### src/rtl/fp_cmp_pkg.sv
// fp_cmp_pkg: shared definitions for the compare/classify unit.
//   - op encodings (3 bits)
//   - FCLASS result bit indices
//   - canonical quiet NaN
//   - fp_fields_t: decoded operand fields captured in stage 1
package fp_cmp_pkg;

    localparam logic [2:0] OP_FMIN   = 3'b000;
    localparam logic [2:0] OP_FMAX   = 3'b001;
    localparam logic [2:0] OP_FEQ    = 3'b010;
    localparam logic [2:0] OP_FLT    = 3'b011;
    localparam logic [2:0] OP_FLE    = 3'b100;
    localparam logic [2:0] OP_FCLASS = 3'b101;

    localparam int unsigned FC_NEG_INF  = 0;
    localparam int unsigned FC_NEG_NORM = 1;
    localparam int unsigned FC_NEG_SUB  = 2;
    localparam int unsigned FC_NEG_ZERO = 3;
    localparam int unsigned FC_POS_ZERO = 4;
    localparam int unsigned FC_POS_SUB  = 5;
    localparam int unsigned FC_POS_NORM = 6;
    localparam int unsigned FC_POS_INF  = 7;
    localparam int unsigned FC_SNAN     = 8;
    localparam int unsigned FC_QNAN     = 9;

    localparam logic [31:0] CANON_NAN = 32'h7FC0_0000;

    typedef struct packed {
        logic        sign;
        logic        exp_zero;
        logic        exp_ones;
        logic        man_zero;
        logic        quiet;     // man[22]
        logic [31:0] raw;
    } fp_fields_t;

endpackage

### src/rtl/fp_field_decode.sv
// fp_field_decode: combinational binary32 field extraction.
// Ports:
//   word    in  32  IEEE-754 single-precision word
//   fields  out     decoded fp_fields_t
module fp_field_decode
    import fp_cmp_pkg::*;
(
    input  logic [31:0] word,
    output fp_fields_t  fields
);

    always_comb begin
        fields.sign     = word[31];
        fields.exp_zero = (word[30:23] == 8'h00);
        fields.exp_ones = (word[30:23] == 8'hFF);
        fields.man_zero = (word[22:0] == 23'd0);
        fields.quiet    = word[22];
        fields.raw      = word;
    end

endmodule

### src/rtl/fp_cmp_class.sv
// fp_cmp_class: two-stage pipelined binary32 FMIN/FMAX/FEQ/FLT/FLE/FCLASS.
// Stage 1 registers decoded operand fields and op; stage 2 registers rd/nv.
// Valid/ready handshake on both sides with full backpressure.
// Ports:
//   clk, rst            clock, synchronous active-high reset
//   in_valid/in_ready   request handshake (in_ready combinational from out_ready)
//   op[2:0]             operation select (see fp_cmp_pkg)
//   rs1, rs2            operands (rs2 ignored for FCLASS)
//   out_valid/out_ready result handshake
//   rd[31:0], nv        result and invalid-operation flag
// Configuration: define FP_CMP_NV_EN to compute nv; otherwise nv is tied 0.
module fp_cmp_class
    import fp_cmp_pkg::*;
(
    input  logic        clk,
    input  logic        rst,
    input  logic        in_valid,
    output logic        in_ready,
    input  logic [2:0]  op,
    input  logic [31:0] rs1,
    input  logic [31:0] rs2,
    output logic        out_valid,
    input  logic        out_ready,
    output logic [31:0] rd,
    output logic        nv
);

    fp_fields_t dec_a, dec_b;

    fp_field_decode u_dec_a (.word(rs1), .fields(dec_a));
    fp_field_decode u_dec_b (.word(rs2), .fields(dec_b));

    logic        s1_valid_q;
    logic [2:0]  s1_op_q;
    fp_fields_t  s1_a_q, s1_b_q;
    logic        s2_valid_q;
    logic [31:0] rd_q, rd_d;
    logic        nv_q, nv_d;

    logic s2_adv, s1_adv;

    assign s2_adv    = ~s2_valid_q | out_ready;
    assign s1_adv    = ~s1_valid_q | s2_adv;
    assign in_ready  = ~rst & s1_adv;
    assign out_valid = s2_valid_q;
    assign rd        = rd_q;
    assign nv        = nv_q;

    always_ff @(posedge clk) begin
        if (rst) begin
            s1_valid_q <= 1'b0;
            s1_op_q    <= '0;
            s1_a_q     <= '0;
            s1_b_q     <= '0;
            s2_valid_q <= 1'b0;
            rd_q       <= '0;
            nv_q       <= 1'b0;
        end else begin
            if (s1_adv) begin
                s1_valid_q <= in_valid;
                if (in_valid) begin
                    s1_op_q <= op;
                    s1_a_q  <= dec_a;
                    s1_b_q  <= dec_b;
                end
            end
            if (s2_adv) begin
                s2_valid_q <= s1_valid_q;
                if (s1_valid_q) begin
                    rd_q <= rd_d;
                    nv_q <= nv_d;
                end
            end
        end
    end

    // Stage 2 combinational evaluation
    logic a_nan, b_nan, both_zero, mag_lt, mag_gt;
    logic lt_total, lt_ord, eq_ord;
    logic a_sub, a_norm, a_zero, a_inf;

    assign a_nan     = s1_a_q.exp_ones & ~s1_a_q.man_zero;
    assign b_nan     = s1_b_q.exp_ones & ~s1_b_q.man_zero;
    assign both_zero = s1_a_q.exp_zero & s1_a_q.man_zero & s1_b_q.exp_zero & s1_b_q.man_zero;
    assign mag_lt    = s1_a_q.raw[30:0] < s1_b_q.raw[30:0];
    assign mag_gt    = s1_a_q.raw[30:0] > s1_b_q.raw[30:0];

    // Total order over non-NaN values with -0 < +0; between negatives the
    // larger magnitude is smaller.
    assign lt_total = (s1_a_q.sign != s1_b_q.sign) ? s1_a_q.sign :
                      (s1_a_q.sign ? mag_gt : mag_lt);
    // IEEE comparisons treat the two zeros as equal.
    assign lt_ord   = lt_total & ~both_zero;
    assign eq_ord   = (s1_a_q.raw == s1_b_q.raw) | both_zero;

    assign a_zero = s1_a_q.exp_zero & s1_a_q.man_zero;
    assign a_sub  = s1_a_q.exp_zero & ~s1_a_q.man_zero;
    assign a_inf  = s1_a_q.exp_ones & s1_a_q.man_zero;
    assign a_norm = ~s1_a_q.exp_zero & ~s1_a_q.exp_ones;

    always_comb begin
        rd_d = '0;
        case (s1_op_q)
            OP_FMIN, OP_FMAX: begin
                if (a_nan && b_nan) begin
                    rd_d = CANON_NAN;
                end else if (a_nan) begin
                    rd_d = s1_b_q.raw;
                end else if (b_nan) begin
                    rd_d = s1_a_q.raw;
                end else if (s1_op_q == OP_FMIN) begin
                    rd_d = lt_total ? s1_a_q.raw : s1_b_q.raw;
                end else begin
                    rd_d = lt_total ? s1_b_q.raw : s1_a_q.raw;
                end
            end
            OP_FEQ: rd_d[0] = ~a_nan & ~b_nan & eq_ord;
            OP_FLT: rd_d[0] = ~a_nan & ~b_nan & lt_ord;
            OP_FLE: rd_d[0] = ~a_nan & ~b_nan & (lt_ord | eq_ord);
            OP_FCLASS: begin
                rd_d[FC_NEG_INF]  = s1_a_q.sign & a_inf;
                rd_d[FC_NEG_NORM] = s1_a_q.sign & a_norm;
                rd_d[FC_NEG_SUB]  = s1_a_q.sign & a_sub;
                rd_d[FC_NEG_ZERO] = s1_a_q.sign & a_zero;
                rd_d[FC_POS_ZERO] = ~s1_a_q.sign & a_zero;
                rd_d[FC_POS_SUB]  = ~s1_a_q.sign & a_sub;
                rd_d[FC_POS_NORM] = ~s1_a_q.sign & a_norm;
                rd_d[FC_POS_INF]  = ~s1_a_q.sign & a_inf;
                rd_d[FC_SNAN]     = a_nan & ~s1_a_q.quiet;
                rd_d[FC_QNAN]     = a_nan & s1_a_q.quiet;
            end
            default: rd_d = '0;
        endcase
    end

`ifdef FP_CMP_NV_EN
    logic any_snan;
    assign any_snan = (a_nan & ~s1_a_q.quiet) | (b_nan & ~s1_b_q.quiet);

    always_comb begin
        nv_d = 1'b0;
        case (s1_op_q)
            OP_FMIN, OP_FMAX, OP_FEQ: nv_d = any_snan;
            OP_FLT, OP_FLE:           nv_d = a_nan | b_nan;
            default:                  nv_d = 1'b0;
        endcase
    end
`else
    assign nv_d = 1'b0;

    // Quiet bit of rs2 only matters for the invalid flag.
    logic unused_quiet;
    assign unused_quiet = s1_b_q.quiet;
`endif

endmodule

### config.mk
export PLATFORM = sky130hd
export DESIGN_NAME = fp_cmp_class
export DESIGN_NICKNAME = d
export VERILOG_FILES = /design/src/rtl/fp_cmp_pkg.sv /design/src/rtl/fp_field_decode.sv /design/src/rtl/fp_cmp_class.sv
export SDC_FILE = /design/constraint.sdc
export NUM_CORES = 1
export LEC_CHECK = 0
export ABC_AREA = 1
export CORE_ASPECT_RATIO = 1.25
export CORE_UTILIZATION = 54
export CTS_BUF_LIST = sky130_fd_sc_hd__clkbuf_4
export DETAILED_ROUTE_END_ITERATION = 10
export GPL_TIMING_DRIVEN = 0
export MAX_ROUTING_LAYER = met4
export PLACE_DENSITY = 0.83
export REMOVE_ABC_BUFFERS = 1
export SYNTH_ARGS = -nofsm -noshare
export SYNTH_HDL_FRONTEND = slang
export SYNTH_SLANG_ARGS = --single-unit
### constraint.sdc
create_clock -name clk -period 2.6 [get_ports clk]
set_clock_uncertainty 0.05 [all_clocks]
set_input_delay 0.52 -clock clk [delete_from_list [all_inputs] [get_ports clk]]
set_output_delay 0.52 -clock clk [all_outputs]
set_load 0.02 [all_outputs]
# Word level (Yosys, flattened, before mapping)
# Cells that the tools add are included.
dict set report word_totals {
  output_inout_bits 35
  ff_bits 110
}
dict set report op_classes {
  n_bitwise 40
  n_lt_le_gt_ge 2
  muxes 11
  eq_ne 9
  reduce_logical 9
}
# cell count
set op_table {}
lappend op_table {{two-way mux 32 bit} 6}
lappend op_table {{logical NOT 23 bit} 2}
lappend op_table {{== test 32 bit} 1}
lappend op_table {{greater-than comparator 31 bit} 1}
lappend op_table {{< comparator 31 bit} 1}
lappend op_table {{bitwise AND 1 bit} 24}
lappend op_table {{two-way mux 22 bit} 1}
lappend op_table {{case mux 9 bit (2 select lines)} 1}
lappend op_table {{== test 8 bit, second input constant} 2}
lappend op_table {{logical NOT 8 bit} 2}
lappend op_table {{NOT 1 bit} 12}
lappend op_table {{== test 3 x 2 -> 1 bit, second input constant} 2}
lappend op_table {{== test 3 bit, second input constant} 2}
lappend op_table {{case mux 1 bit (5 select lines)} 1}
lappend op_table {{bitwise OR 1 bit} 4}
lappend op_table {{AND reduction 2 bit} 2}
lappend op_table {{== test 3 x 1 -> 1 bit, second input constant} 1}
lappend op_table {{logical NOT 3 bit} 1}
lappend op_table {{two-way mux 1 bit} 2}
lappend op_table {{OR reduction 2 bit} 1}
lappend op_table {{logical AND 1 bit} 1}
lappend op_table {{inequality test 1 bit} 1}

# Logic depth before layout (Yosys ltp)
dict set report logic_depth {
  word_depth 9
  ltp_mapped 23
}

# Cells and area by module
# From an unflattened synthesis, not the netlist that was laid out.
dict set report hier_totals {
  hier_cells 812
  area_unflattened_um2 5884.4
}
# module n_inst cells_per_inst area_each_um2
set modules_own_cells {}
lappend modules_own_cells {fp_cmp_class 1 686 5131.2}
lappend modules_own_cells {fp_field_decode 2 63 376.6}

# Worst setup path after synthesis
# Ideal clock, no wire load.
dict set report synth_path {
  path_kind {register -> register}
  startpoint {register s1_b_q[22] (netlist bit)}
  endpoint {register rd_q[20], in the netlist rd[20]}
  setup_slack_ns 0.432
  synth_period_minus_slack_ns 2.168
  arrival_time_ns 1.986
  stages_incl_launch_ff 18
  cell_sequence {dfxtp_1 > inv_1 > ha_1 > nand2_1 > nor2_1 > nand4_1 > nor3_1 > nand2_1 > nand2_1 > nand2_1 > nand2_1 > nand2_1 > nand3_2 > nand2_2 > buf_6 > buf_8 > o211ai_1 > a21oi_1}
}
dict set report synth_via {
  elab_chain_len 9
}
# element line
set synth_lines {}
lappend synth_lines {{start: declaration} fp_cmp_class.sv:35} ;# fp_fields_t s1_a_q, s1_b_q;
lappend synth_lines {{start signal: assignment} fp_cmp_class.sv:54} ;# s1_b_q <= '0;
lappend synth_lines {{start signal: assignment} fp_cmp_class.sv:64} ;# s1_b_q <= dec_b;
lappend synth_lines {{< comparator 31 bit or greater-than comparator 31 bit (tied branches)} {fp_cmp_class.sv:85, fp_cmp_class.sv:86}}
lappend synth_lines {{two-way mux 1 bit *} fp_cmp_class.sv:91} ;# (s1_a_q.sign ? mag_gt : mag_lt);
lappend synth_lines {{two-way mux 1 bit *} fp_cmp_class.sv:90} ;# assign lt_total = (s1_a_q.sign != s1_b_q.sign) ? s1_a_q.sign :
lappend synth_lines {{two-way mux 32 bit, on equally long branches} {fp_cmp_class.sv:114, fp_cmp_class.sv:112}}
lappend synth_lines {{two-way mux 32 bit *} fp_cmp_class.sv:111} ;# end else if (s1_op_q == OP_FMIN) begin
lappend synth_lines {{two-way mux 32 bit *} fp_cmp_class.sv:109} ;# end else if (b_nan) begin
lappend synth_lines {{two-way mux 32 bit *} fp_cmp_class.sv:107} ;# end else if (a_nan) begin
lappend synth_lines {{two-way mux 32 bit *} fp_cmp_class.sv:105} ;# if (a_nan && b_nan) begin
lappend synth_lines {{two-way mux 22 bit *} fp_cmp_class.sv:103} ;# case (s1_op_q)
lappend synth_lines {{end signal: assignment} fp_cmp_class.sv:70} ;# rd_q <= rd_d;
lappend synth_lines {{end: declaration} fp_cmp_class.sv:37} ;# logic [31:0] rd_q, rd_d;
# Mark *: on every way between the ends. The rest lies on a longest branch, timed or not.
# A chain may end at the register's enable or synchronous reset.

# Final worst setup path
dict set report layout_path {
  startpoint {register s1_a_q[22] (netlist bit)}
  endpoint {register rd_q[22], in the netlist rd[22]}
}
dict set report layout_via {
  elab_chain_len 9
}
# element line
set layout_lines {}
lappend layout_lines {{start: declaration} fp_cmp_class.sv:35}
lappend layout_lines {{start signal: assignment} fp_cmp_class.sv:53} ;# s1_a_q <= '0;
lappend layout_lines {{start signal: assignment} fp_cmp_class.sv:63} ;# s1_a_q <= dec_a;
lappend layout_lines {{< comparator 31 bit or greater-than comparator 31 bit (tied branches)} {fp_cmp_class.sv:85, fp_cmp_class.sv:86}}
lappend layout_lines {{two-way mux 1 bit} fp_cmp_class.sv:91}
lappend layout_lines {{two-way mux 1 bit} fp_cmp_class.sv:90}
lappend layout_lines {{two-way mux 32 bit, on equally long branches} {fp_cmp_class.sv:114, fp_cmp_class.sv:112}}
lappend layout_lines {{two-way mux 32 bit} fp_cmp_class.sv:111}
lappend layout_lines {{two-way mux 32 bit *} fp_cmp_class.sv:109}
lappend layout_lines {{two-way mux 32 bit *} fp_cmp_class.sv:107}
lappend layout_lines {{two-way mux 32 bit *} fp_cmp_class.sv:105}
lappend layout_lines {{two-way mux 22 bit *} fp_cmp_class.sv:103}
# Marked as above.

==> summary.txt <==
Outcome
  – Outcome: finished with violations
  – Failing checks: negative setup slack

GRT
  – Vias in the first global route: 5228
  – Initial antenna violation count: 1
  – GR Overflow Total: 0
  – First-pass GRT wire length: 24.1 mm
  – Tot GR Track Use: 30.1%
  – Largest net degree at the start of global routing: 67

Yosys
  – Synth cell types: 30
  – Mapped cell area: 5320 um^2
  – Synth Register Bits: 107
  – Post-Syn Instances: 724
  – Post-synthesis sequential area ratio: 40.3%
  – Yosys warning count: 0
  – Syn avg cell area: 7.34 um^2

Worst setup path
  – Worst Reg-to-Reg Cells: 18
  – Critical path peak fanout: 8
  – CP Capture Type: register
  – CP Class: register to register
  – Reg2reg start: s1_a_q[22]$_SDFFE_PP0P_
  – WP data arrival: 3.11 ns
  – Flop2flop setup slack: -0.12 ns
  – R2r endpoint: rd[22]$_SDFFE_PP0P_
  – CP Launch Type: register
  – Req. time, crit path: 2.99 ns

Timing
  – Shortest clock period the worst path allows after layout: 2.72 ns
  – Final WS setup: -0.117 ns
  – Hold Vio Cnt, Final: 0
  – Fin. max-slew vios: 0
  – Final period util: 105%
  – RSZ-0062 raised after global routing: yes
  – Final setup vio count: 30
  – Worst Max-Slew Pin Slew: 0.696 ns
  – Final hold slack: 0.418 ns
  – Fmax: 0.368 GHz
  – Slew headroom: 53.4%

Worst hold path
  – Min-delay src: rst
  – Hold path endpoint: rd[27]$_SDFFE_PP0P_
  – Hold path cells: 2
  – Worst min-delay path category: primary input to register

Power
  – Peak supply drop: 0.000334 V
  – Pwr Density: 552 nW/um^2
  – LEAKAGE: 2.87 nW

Clocking
  – Clock Latency Late Sink: 0.49 ns
  – CTS tree: built
  – Root Driver: clkbuf_4
  – Cts bufs inserted: 9
  – Deepest clock path buffer count: 2
  – CTS sink count: 107
  – H-tree depth: 3
  – Clock Pin Slew Worst Setup and Hold Paths: 0.19 ns

Routing
  – Total iterations of the first detailed-routing run: 5
  – Antenna Nets Post-Route: 0
  – Starting DRT DRC Count: 608
  – Via count: 5798
  – Via-to-Cell Ratio: 6.03
  – WL/cell: 17.3 um
  – Final WL: 16.6 mm
  – DRC: 0

Placed design
  – Cells after DPL: 919
  – PortBufs: 104
  – DP Wirelength: 9.83 mm
  – GPL Wtd Cong: 0.873

Layout
  – NumNets Final: 933
  – P&R area growth vs syn: 36.1%
  – Final std cells w/o fill: 961
  – Share of cells above drive strength 1: 17.5%

Floorplan
  – I/O Pins: 106
  – Initial Util: 55.3%
  – Die ar.: 10200 um^2
  – Core Region: 9610 um^2
  – Die X: 90.7 um
  – FP Rows: 40
  – Die outline height: 113 um

Run
  – Max cap viols: 0
[what timing repair did]
action                                 CTS  global route
cloned                                   3             3
setup endpoints to repair               60            34
hold buffers                             0             0
endpoints found under the hold margin    0             0
pin swaps                                9            48
gates resized for setup                 22            92
setup buffers                            7            13
[sequential cells by signal, indices dropped and copies added, names as in the netlist]
signal	count
rd	32
s1_op_q	3
out_valid	1
s1_a_q	35
s1_b_q	35
s1_valid_q	1
[synth_stat cells]
cell	count	area (um^2)
a211oi_1	2	15.0
a21o_1	2	15.0
a21oi_1	92	460
a31oi_1	8	50.1
buf_1	2	7.51
buf_2	2	10.0
buf_4	1	7.51
buf_6	4	45.0
buf_8	1	15.0
clkbuf_1	28	105
clkinv_1	3	11.3
conb_1	1	3.75
dfxtp_1	107	2140
ha_1	33	413
inv_1	75	282
inv_2	1	3.75
nand2_1	126	473
nand2_2	2	12.5
nand3_1	27	135
nand3_2	2	20.0
nand4_1	10	62.6
nor2_1	67	251
nor2_2	2	12.5
nor2_4	1	11.3
nor3_1	5	25.0
nor4_1	14	87.6
o211ai_1	17	128
o211ai_2	8	100
o21ai_0	79	395
or4_1	2	15.0
[cell type report]
class / instances / area, um^2
fillers: 671 / 2380
flip-flops and latches: 107 / 2160
repair buffers: 126 / 1290
clock buffers: 9 / 67.6
well taps: 126 / 158
diodes: 1 / 2.50
clock inverters: 7 / 61.3
multi-input cells: 506 / 3190
inverters: 79 / 310
[how the worst max path moves through the flow]
| stage | from | end | slack [ns] | depth (start not counted) |
|---|---|---|---|---|
| after global routing | s1_b_q[19]$_SDFFE_PP0P_ | rd[22]$_SDFFE_PP0P_ | -0.21 | 19 |
| after CTS | s1_b_q[20]$_SDFFE_PP0P_ | rd[2]$_SDFFE_PP0P_ | 0.01 | 17 |
| final | s1_a_q[22]$_SDFFE_PP0P_ | rd[22]$_SDFFE_PP0P_ | -0.12 | 18 |
| after floorplan | out_ready | s1_a_q[34]$_SDFFE_PP0P_ | -1.44 | 8 |
| after global placement | out_ready | s1_b_q[34]$_SDFFE_PP0P_ | -3.58 | 9 |
| after detailed placement | rst | in_ready | -1.34 | 6 |
[routing by layer]
metal | vias to the layer above | wire (um) | GRT usage [%]
met3 | 68 | 1480 | 4.84
met4 | 0 | 650 | 12.7
met1 | 2687 | 6190 | 33.7
met5 | - | 0 | -
li1 | 2667 | - | -
met2 | 376 | 8270 | 53.0
[metrics by stage]
step                      instance area [um^2]  worst slack (ns)  total power [mW]  TNS, ns  utilization [%]
after global placement                    6320             -3.58              2.72  -191.61             65.8
final                                     7230            -0.117              3.99    -1.27             75.3
after global routing                      7230            -0.212              4.16    -4.95             75.3
after floorplan                           5120             -1.44              2.39   -42.49                -
after detailed placement                  6390             -1.34              2.76   -53.54             66.5
after CTS                                 6690            0.0102              3.67        0             69.6
[worst max-delay path, cell delays in order, from the launching register on]
cell,delay [ns]
dfxtp_2,0.41
ha_4,0.30
nand2_4,0.05
nor2_4,0.10
nand4_1,0.18
nor3_2,0.18
nand2_1,0.10
nand2_1,0.10
nand2_2,0.06
nand2_2,0.10
nand2_2,0.09
nand2_2,0.09
nand3_4,0.17
nand2_8,0.17
buf_6,0.11
nand2_1,0.05
nand3_1,0.08
nand2_1,0.10
a21oi_1,0.17
[logic make-up (layout without fill, tap and decap cells)]
group,count (synthesis),after routing,share of synthesized area (%)
fa+ha+maj,33,33,7.77
buf+inv,117,221,9.16
simple gates,258,264,20.8
compound gates,208,208,21.9
flops,107,107,40.3
other cells,1,2,0.0706
[power breakdown]
part	leakage (nW)	internal, mW	switching [mW]	total [mW]
combinational	1.91	0.573	0.773	1.35
sequential	0.886	1.75	0.0771	1.83
clock	0.0711	0.213	0.603	0.816
[cells in the final DEF (no fill, tap or decap), drive strengths merged]
cell type	count
clkinv	7
ha	33
clkdlybuf4s50	103
a211oi	2
buf	23
dfxtp	107
nor2	70
conb	1
o21ai	79
nand4	10
clkbuf	9
nor4	14
diode	1
a21o	2
nand2	134
inv	78
a31oi	8
clkinvlp	1
o211ai	25
a21oi	92
nand3	29
nor3	5
or4	2
(Power assumes the default switching activity.)
